File: src/rtl/arduino_cmd_rx.sv
// arduino_cmd_rx: 8N1 UART receiver for the Arduino command link.
// Turns received bytes into the registered drive command and manual-mode
// flag, rejects unknown drive codes, and forces stop on link silence or
// when manual mode is dropped.
//
// state   | meaning
// --------+------------------------------------------------------------
// S_IDLE  | line idle, waiting for a falling edge on the synchronised rx
// S_START | half a bit into the start bit; a high sample means a glitch
// S_DATA  | sampling 8 data bits LSB first, one per bit period
// S_STOP  | sampling the stop bit; high accepts the byte, low is an error
module arduino_cmd_rx #(
  parameter int CLK_FREQ   = 50_000_000,
  parameter int BAUD       = 9600,
  parameter int TIMEOUT_MS = 200
) (
  input  logic       clk_i,
  input  logic       reset_i,
  input  logic       uart_rx_i,
  output logic [7:0] arduino_command_o,
  output logic       manual_on_o,
  output logic       cmd_valid_o,
  output logic       cmd_reject_o,
  output logic       frame_error_o,
  output logic       timeout_o
);

  localparam int CLKS_PER_BIT   = CLK_FREQ / BAUD;
  localparam int HALF_BIT       = CLKS_PER_BIT / 2;
  localparam int TIMEOUT_CYCLES = (CLK_FREQ / 1000) * TIMEOUT_MS;
  localparam int TMR_W          = $clog2(CLKS_PER_BIT + 1);
  localparam int WD_W           = $clog2(TIMEOUT_CYCLES + 1);

  localparam logic [TMR_W-1:0] BIT_LAST  = TMR_W'(CLKS_PER_BIT - 1);
  localparam logic [TMR_W-1:0] HALF_LAST = TMR_W'(HALF_BIT - 1);
  localparam logic [WD_W-1:0]  WD_MAX    = WD_W'(TIMEOUT_CYCLES);
  localparam logic [WD_W-1:0]  WD_LAST   = WD_W'(TIMEOUT_CYCLES - 1);

  typedef enum logic [1:0] {S_IDLE, S_START, S_DATA, S_STOP} state_t;

  state_t           state_q, state_d;
  logic [TMR_W-1:0] timer_q, timer_d;
  logic [2:0]       idx_q, idx_d;
  logic [7:0]       shift_q, shift_d;

  logic rx_meta_q, rx_s_q, rx_prev_q;
  logic rx_fall;

  logic byte_ok, stop_bad;

  logic [7:0]      cmd_q, cmd_d;
  logic            manual_q, manual_d;
  logic            valid_q, valid_d;
  logic            reject_q, reject_d;
  logic            ferr_q, ferr_d;
  logic            tmo_q, tmo_d;
  logic [WD_W-1:0] wd_q, wd_d;

  function automatic logic is_drive_code(input logic [7:0] b);
    case (b)
      8'h00, 8'h01, 8'h02, 8'h03, 8'h04,
      8'h08, 8'h09, 8'h0A, 8'h0C: is_drive_code = 1'b1;
      default:                    is_drive_code = 1'b0;
    endcase
  endfunction

  // Two-flop synchroniser plus previous-value flop for edge detection; idle high.
  always_ff @(posedge clk_i or posedge reset_i) begin
    if (reset_i) begin
      rx_meta_q <= 1'b1;
      rx_s_q    <= 1'b1;
      rx_prev_q <= 1'b1;
    end else begin
      rx_meta_q <= uart_rx_i;
      rx_s_q    <= rx_meta_q;
      rx_prev_q <= rx_s_q;
    end
  end

  assign rx_fall = rx_prev_q & ~rx_s_q;

  // RX FSM state, bit timer, bit index and shift register.
  always_ff @(posedge clk_i or posedge reset_i) begin
    if (reset_i) begin
      state_q <= S_IDLE;
      timer_q <= '0;
      idx_q   <= '0;
      shift_q <= '0;
    end else begin
      state_q <= state_d;
      timer_q <= timer_d;
      idx_q   <= idx_d;
      shift_q <= shift_d;
    end
  end

  // Next-state logic: IDLE re-arms on the stop sample so a back-to-back start edge is caught.
  always_comb begin
    state_d = state_q;
    timer_d = timer_q + 1'b1;
    idx_d   = idx_q;
    shift_d = shift_q;
    case (state_q)
      S_IDLE: begin
        timer_d = '0;
        idx_d   = '0;
        if (rx_fall) state_d = S_START;
      end
      S_START: begin
        if (timer_q == HALF_LAST) begin
          timer_d = '0;
          state_d = rx_s_q ? S_IDLE : S_DATA;
        end
      end
      S_DATA: begin
        if (timer_q == BIT_LAST) begin
          timer_d = '0;
          shift_d = {rx_s_q, shift_q[7:1]};
          idx_d   = idx_q + 3'd1;
          if (idx_q == 3'd7) state_d = S_STOP;
        end
      end
      S_STOP: begin
        if (timer_q == BIT_LAST) begin
          timer_d = '0;
          state_d = S_IDLE;
        end
      end
      default: state_d = S_IDLE;
    endcase
  end

  // FSM outputs: stop-bit sample strobes for an accepted byte or a framing error.
  always_comb begin
    byte_ok  = 1'b0;
    stop_bad = 1'b0;
    if (state_q == S_STOP && timer_q == BIT_LAST) begin
      byte_ok  = rx_s_q;
      stop_bad = ~rx_s_q;
    end
  end

  // Byte classification and watchdog; an accepted drive byte overrides expiry.
  always_comb begin
    cmd_d    = cmd_q;
    manual_d = manual_q;
    valid_d  = 1'b0;
    reject_d = 1'b0;
    ferr_d   = stop_bad;
    tmo_d    = tmo_q;
    wd_d     = (wd_q == WD_MAX) ? wd_q : wd_q + 1'b1;

    if (wd_q == WD_LAST) begin
      cmd_d = 8'h00;
      tmo_d = 1'b1;
    end

    if (byte_ok) begin
      if (shift_q[7]) begin
        manual_d = shift_q[0];
        if (manual_q && !shift_q[0]) cmd_d = 8'h00;
      end else if (is_drive_code(shift_q)) begin
        cmd_d   = shift_q;
        valid_d = 1'b1;
        wd_d    = '0;
        tmo_d   = 1'b0;
      end else begin
        reject_d = 1'b1;
      end
    end
  end

  // Registered outputs and watchdog counter.
  always_ff @(posedge clk_i or posedge reset_i) begin
    if (reset_i) begin
      cmd_q    <= 8'h00;
      manual_q <= 1'b0;
      valid_q  <= 1'b0;
      reject_q <= 1'b0;
      ferr_q   <= 1'b0;
      tmo_q    <= 1'b1;
      wd_q     <= '0;
    end else begin
      cmd_q    <= cmd_d;
      manual_q <= manual_d;
      valid_q  <= valid_d;
      reject_q <= reject_d;
      ferr_q   <= ferr_d;
      tmo_q    <= tmo_d;
      wd_q     <= wd_d;
    end
  end

  assign arduino_command_o = cmd_q;
  assign manual_on_o       = manual_q;
  assign cmd_valid_o       = valid_q;
  assign cmd_reject_o      = reject_q;
  assign frame_error_o     = ferr_q;
  assign timeout_o         = tmo_q;

endmodule

File: config.mk
export PLATFORM = sky130hd
export DESIGN_NAME = arduino_cmd_rx
export DESIGN_NICKNAME = d
export VERILOG_FILES = /design/src/rtl/arduino_cmd_rx.sv
export SDC_FILE = /design/constraint.sdc
export NUM_CORES = 1
export LEC_CHECK = 0
export BUFFER_PORTS_ARGS = -buffer_cell sky130_fd_sc_hd__buf_2
export CAP_MARGIN = 5
export CORE_MARGIN = 2
export CORE_UTILIZATION = 45
export DETAILED_ROUTE_END_ITERATION = 7
export SETUP_SLACK_MARGIN = 0.02
export SLEW_MARGIN = 10
export SYNTH_ARGS = -nofsm -noshare
export SYNTH_HDL_FRONTEND = slang
export SYNTH_SLANG_ARGS = --single-unit
File: constraint.sdc
create_clock -name clk_i -period 4.5 [get_ports clk_i]
set_input_delay 0.9 -clock clk_i [delete_from_list [all_inputs] [get_ports clk_i]]
set_output_delay 0.9 -clock clk_i [all_outputs]
set_load 0.005 [all_outputs]
After elaboration in Yosys (flattened, before gate mapping)
Memories as Yosys holds them, arrays and structs flattened.
Cells that the tools add are included.
{ "word_totals": {"word_cells": 80, "mem_bits_ro": 16, "n_memories": 1, "out_inout_bits": 13, "ff_bits": 66} }
{ "memory_table": {"columns": ["name", "depth", "word_bits", "rd", "rd_clocked_by_memory_dff", "wr", "line", "text"], "rows": [
  ["(no name shown)", 16, 1, 1, 0, 0, "60", "case (b)"]
]} }
{ "classes": {"mux": 36, "bitwise_logic": 2, "addsub": 3, "n_eq_ne": 13, "reduce_logical": 11} }
{ "op_table": {"columns": ["cell", "n"], "rows": [
  ["24-bit 2-to-1 mux", 4],
  ["24-bit == test (second input constant)", 2],
  ["8-bit 2-to-1 mux", 5],
  ["13-bit case mux with 3 select lines", 1],
  ["13-bit 2-to-1 mux", 2],
  ["24-bit by 1-bit adder with 24-bit output (second input constant)", 1],
  ["1-bit 2-to-1 mux", 15],
  ["13-bit by 1-bit adder with 13-bit output (second input constant)", 1],
  ["13-bit by 12-bit == test with 1-bit output (second input constant)", 1],
  ["13-bit == test (second input constant)", 1],
  ["2-bit 2-to-1 mux", 6],
  ["2-bit inequality test (second input constant)", 5],
  ["2-bit case mux with 4 select lines", 1],
  ["3-bit case mux with 2 select lines", 1],
  ["2-bit AND reduction", 3],
  ["5-bit AND reduction", 1],
  ["2-bit == test (second input constant)", 2],
  ["4-bit logical NOT", 1],
  ["3-bit by 1-bit adder with 3-bit output (second input constant)", 1],
  ["3-bit == test (second input constant)", 1],
  ["3-bit 2-to-1 mux", 1],
  ["2-bit by 1-bit == test with 1-bit output (second input constant)", 1],
  ["1-bit logical AND", 2],
  ["2-bit logical NOT", 1],
  ["5 further kinds", 5]
]} }

Depth between registers and ports, before layout
{ "logic_depth": {"word_depth": 7, "ltp_mapped": 8, "mapped_depth_nobuf": 6} }

Worst setup path before layout
No wires, ideal clock.
{ "synth_path": {"path_kind": "reg2reg", "start": "register wd_q[0]", "end": "register wd_q[20]", "setup_time_ns": 0.077, "required_time_ns": 4.423, "path_buffers": 1, "path_stages_with_launch": 7, "t_arrival_ns": 1.865, "synth_period_minus_slack_ns": 1.943, "setup_slack_ns": 2.557, "cell_sequence": "dfrtp_1 ha_1 nand3_1 or3_1 buf_2 or4_1 a21oi_1"} }
{ "synth_between": {"elab_chain_len": 5} }
{ "synth_rtl": {"columns": ["item", "line", "text"], "rows": [
  ["start, declared", "57", "logic [WD_W-1:0] wd_q, wd_d;"],
  ["start signal, assigned", "190", "wd_q <= wd_d;"],
  ["24-bit by 1-bit adder with 24-bit output or 24-bit == test (tied branches)", "151", "wd_d = (wd_q == WD_MAX) ? wd_q : wd_q + 1'b1;"],
  ["24-bit 2-to-1 mux *", "151", null],
  ["24-bit 2-to-1 mux", "162", "end else if (is_drive_code(shift_q)) begin"],
  ["24-bit 2-to-1 mux", "159", "if (shift_q[7]) begin"],
  ["24-bit 2-to-1 mux *", "158", "if (byte_ok) begin"],
  ["named net wd_d[20]", "57", null]
]} }
Mark *: on every way through the listed nets, which the timed path passes. The rest lies on a longest branch.
A chain may end at the register's enable or synchronous reset.

Worst setup path after layout
{ "layout_path": {"start": "register timer_q[5]", "end": "register timer_q[12]"} }
{ "layout_between": {"elab_chain_len": 3} }
{ "layout_rtl": {"columns": ["item", "line", "text"], "rows": [
  ["start, declared", "42", "logic [TMR_W-1:0] timer_q, timer_d;"],
  ["start signal, assigned", "91", "timer_q <= timer_d;"],
  ["13-bit by 1-bit adder with 13-bit output (tied with other cells)", "100", "timer_d = timer_q + 1'b1;"],
  ["13-bit 2-to-1 mux (on tied branches)", "116, 124, 110", null],
  ["13-bit case mux with 3 select lines *", "103", "case (state_q)"],
  ["named net timer_d[12]", "42", null]
]} }
Marks and branches as above.

==> flow_summary_export.csv <==
group,metric,value,unit
floorplanning,num_rows,31,
setup_path,regToRegStartpoint,"timer_q[5]",
cells_and_area,drive_gt1_share,17.7,%
drt,viasPerCell,5.42,
synth,syn_avg_cell_area,10.4,um2
global_route,gr-total-overflow,0,
drt,routed_wl,6.13,mm
synth,mappedNetlistNets,322,
place,dpl.hpwl,4.08,mm
synth,synth-edff-count,0,
synth,syn_area,3270,um2
status,outcome,"finished, final reports clean",
pwr,p_leak,1.56,nW
global_route,track_usage,16.6,%
pwr,switchingPower,317,uW
synth,synthArstFlopShare,100,%
pwr,p_comb_share,6.9,%
synth,yosysWarnings,0,
sta,worstMarginPinSlew,987,ps
worst_hold_path,hp-class,"reg -> reg",
floorplanning,ios,16,
clock_tree,cts_tree,"built",
setup_path,crit_fanout,13,
place,place_congestion,0.780,
synth,ys.flop_type,"dfrtp_1",
setup_path,cp.required,4680,ps
clock_tree,clk_pin_slew,70,ps
clock_tree,cts_setup_buffers,0,
setup_path,worstSetupStartpointType,"flip-flop",
global_route,antenna_found_initial,0,
pwr,ir_drop,0.000214,V
flow_run,maxCapViolCount,0,
clock_tree,htreeDepth,3,
place,numPlacedInstances,417,
cells_and_area,nNetsFinal,337,
worst_hold_path,min_to,"rx_s_q",
place,port_buffers,15,
setup_path,end_kind,"flip-flop",
sta,min_period,2530,ps
floorplanning,core-area,7140,um2
drt,drt_iter0_markers,81,
sta,finalSetupViolCount,0,
place,pre_cts_slack,1950,ps
synth,synthMostInstantiatedCell,"dfrtp_1",
cells_and_area,diodes,0,
pwr,power_density,357,nW/um2
pwr,clock_power_share,41.2,%
setup_path,reg2reg_slack,1970,ps
sta,finalSetupTns,0,ps
synth,yosys_register_bits,66,
setup_path,critical_path_arrival,2700,ps
pwr,power_frac_seq,51.8,%
clock_tree,cts_hold_buffers,0,
global_route,grt_pass1_vias,2263,
synth,synth_cell_types,55,
setup_path,worstSetupPathType,"reg -> reg",
sta,finalCritPeriodShare,56.1,%
floorplanning,die_w,89.3,um
sta,fmax,0.396,GHz
synth,syn_inst,314,
clock_tree,ctsResizeCount,0,
floorplanning,dieArea,7970,um2
sta,final-hold-violation-count,0,
sta,relSlewSlack,34.2,%
worst_hold_path,worst_hold_path.num_cells,0,
global_route,grt_pass1_wl,10.2,mm
sta,worst_slack,1970,ps
floorplanning,initial_core_util,45.8,%
drt,wire_per_inst,14.2,um
clock_tree,cts_root_buf,"clkbuf_8",
setup_path,worstRegToRegCells,4,
setup_path,reg2reg_to,"timer_q[12]",
worst_hold_path,hold_start,"rx_meta_q",
drt,vias,2345,
pwr,p_int,978,uW
drt,dr.pass1.iters,5,
synth,synth_top_area_cell,"dfrtp_1",
synth,synth_top_area_share,47.4,%
drt,antenna_left,0,
synth,synth_top_cells_by_count,"dfrtp_1, nor2_1, nand3_1",
sta,rsz0062_at_grt,"no",
sta,finClkSkew,12.7,ps
synth,ys_seq_area_share,50.6,%
clock_tree,cts_buffer_depth,2,
clock_tree,cts_sinks,66,
floorplanning,die_y,89.3,um
clock_tree,worstSkewPairLatency,340,ps
pwr,switching_share,24.4,%
synth,ys_top_cells_by_area,"dfrtp_1, xnor2_1, nor2_1",
cells_and_area,areaGrowthSynthToFinish,10.7,%
cells_and_area,final_cells,433,
sta,drv_slew,0,
sta,hold_ws,357,ps
drt,drc,0,
global_route,grt_max_degree,48,
clock_tree,numCtsBuffers,9,
==> how the worst max path moves through the flow <==
stage,start,to,slack (ps)
final,timer_q[5],timer_q[12],1970
after floorplan,reset_i,async pin,1950
after detailed placement,timer_q[5],timer_q[5],1950
after CTS,timer_q[5],timer_q[5],1960
after global placement,timer_q[5],timer_q[8],2020
after global routing,timer_q[9],timer_q[12],1650
==> stage by stage <==
step | power, mW | util (%) | cell area [um2]
2_1_floorplan | 0.748 | - | 3270
3_3_place_gp | 0.769 | 47.8 | 3410
3_5_place_dp | 0.772 | 47.8 | 3410
4_1_cts | 1.31 | 50.8 | 3620
5_1_grt | 1.36 | 50.8 | 3620
6_report | 1.29 | 50.8 | 3620
==> per-layer routing <==
metal | global-route usage [%] | vias to the layer above | routed length, um
li1 | - | 1174 | -
met1 | 21.3 | 1138 | 3000
met2 | 27.1 | 28 | 2940
met3 | 3.05 | 5 | 113
met4 | 8.14 | 0 | 74
met5 | 0 | - | 0
==> power groups by stage <==
stage / logic [mW] / registers (mW) / clock network (mW)
floorplan: 0.0845 / 0.663 / 0
global placement: 0.0906 / 0.678 / 0
detailed placement: 0.0912 / 0.680 / 0
CTS: 0.0911 / 0.669 / 0.553
global route: 0.104 / 0.675 / 0.577
finish: 0.0897 / 0.671 / 0.534
==> state kept, by name, indices dropped and copies added (netlist names), 3 cells and up, named ones only <==
name and flops:
timer_q 13, wd_q 24, idx_q 3, arduino_command_o 8
shift_q 8
==> worst max-delay path, stage by stage, from the launching register on <==
cell and delay (ps):
dfrtp_1 430, nor4bb_1 450, nand4b_1 440, a22oi_1 920, nor2_1 130
==> cells by family after synthesis <==
group	Yosys count	synth area share, %
compound gates	42	8.26
xor+xnor	24	6.42
fa+ha+maj	5	1.91
buf+inv	25	3.48
flops	66	50.6
mux	10	3.40
simple gates	142	25.9
==> placed cells by master (no fill, tap or decap), types with 7 or more instances in the layout <==
cell,count
a21oi_1,12
buf_2,15
clkbuf_8,9
dfrtp_1,62
inv_1,12
mux2_2,9
nand2_1,11
nand3_1,20
nand4_1,13
nor2_1,33
nor3_1,11
nor4_1,7
o21ai_0,14
or4_1,8
xnor2_1,17
xor2_1,7
==> cell type report <==
| type | instances | area, um2 |
|---|---|---|
| Clock buffer | 11 | 131 |
| Clock inverter | 5 | 78.8 |
| Fill cell | 694 | 3510 |
| Inverter | 13 | 48.8 |
| Multi-Input combinational cell | 223 | 1500 |
| Sequential cell | 66 | 1660 |
| Tap cell | 99 | 124 |
| Timing Repair Buffer | 16 | 82.6 |
Power figures use the tool's default switching activity.
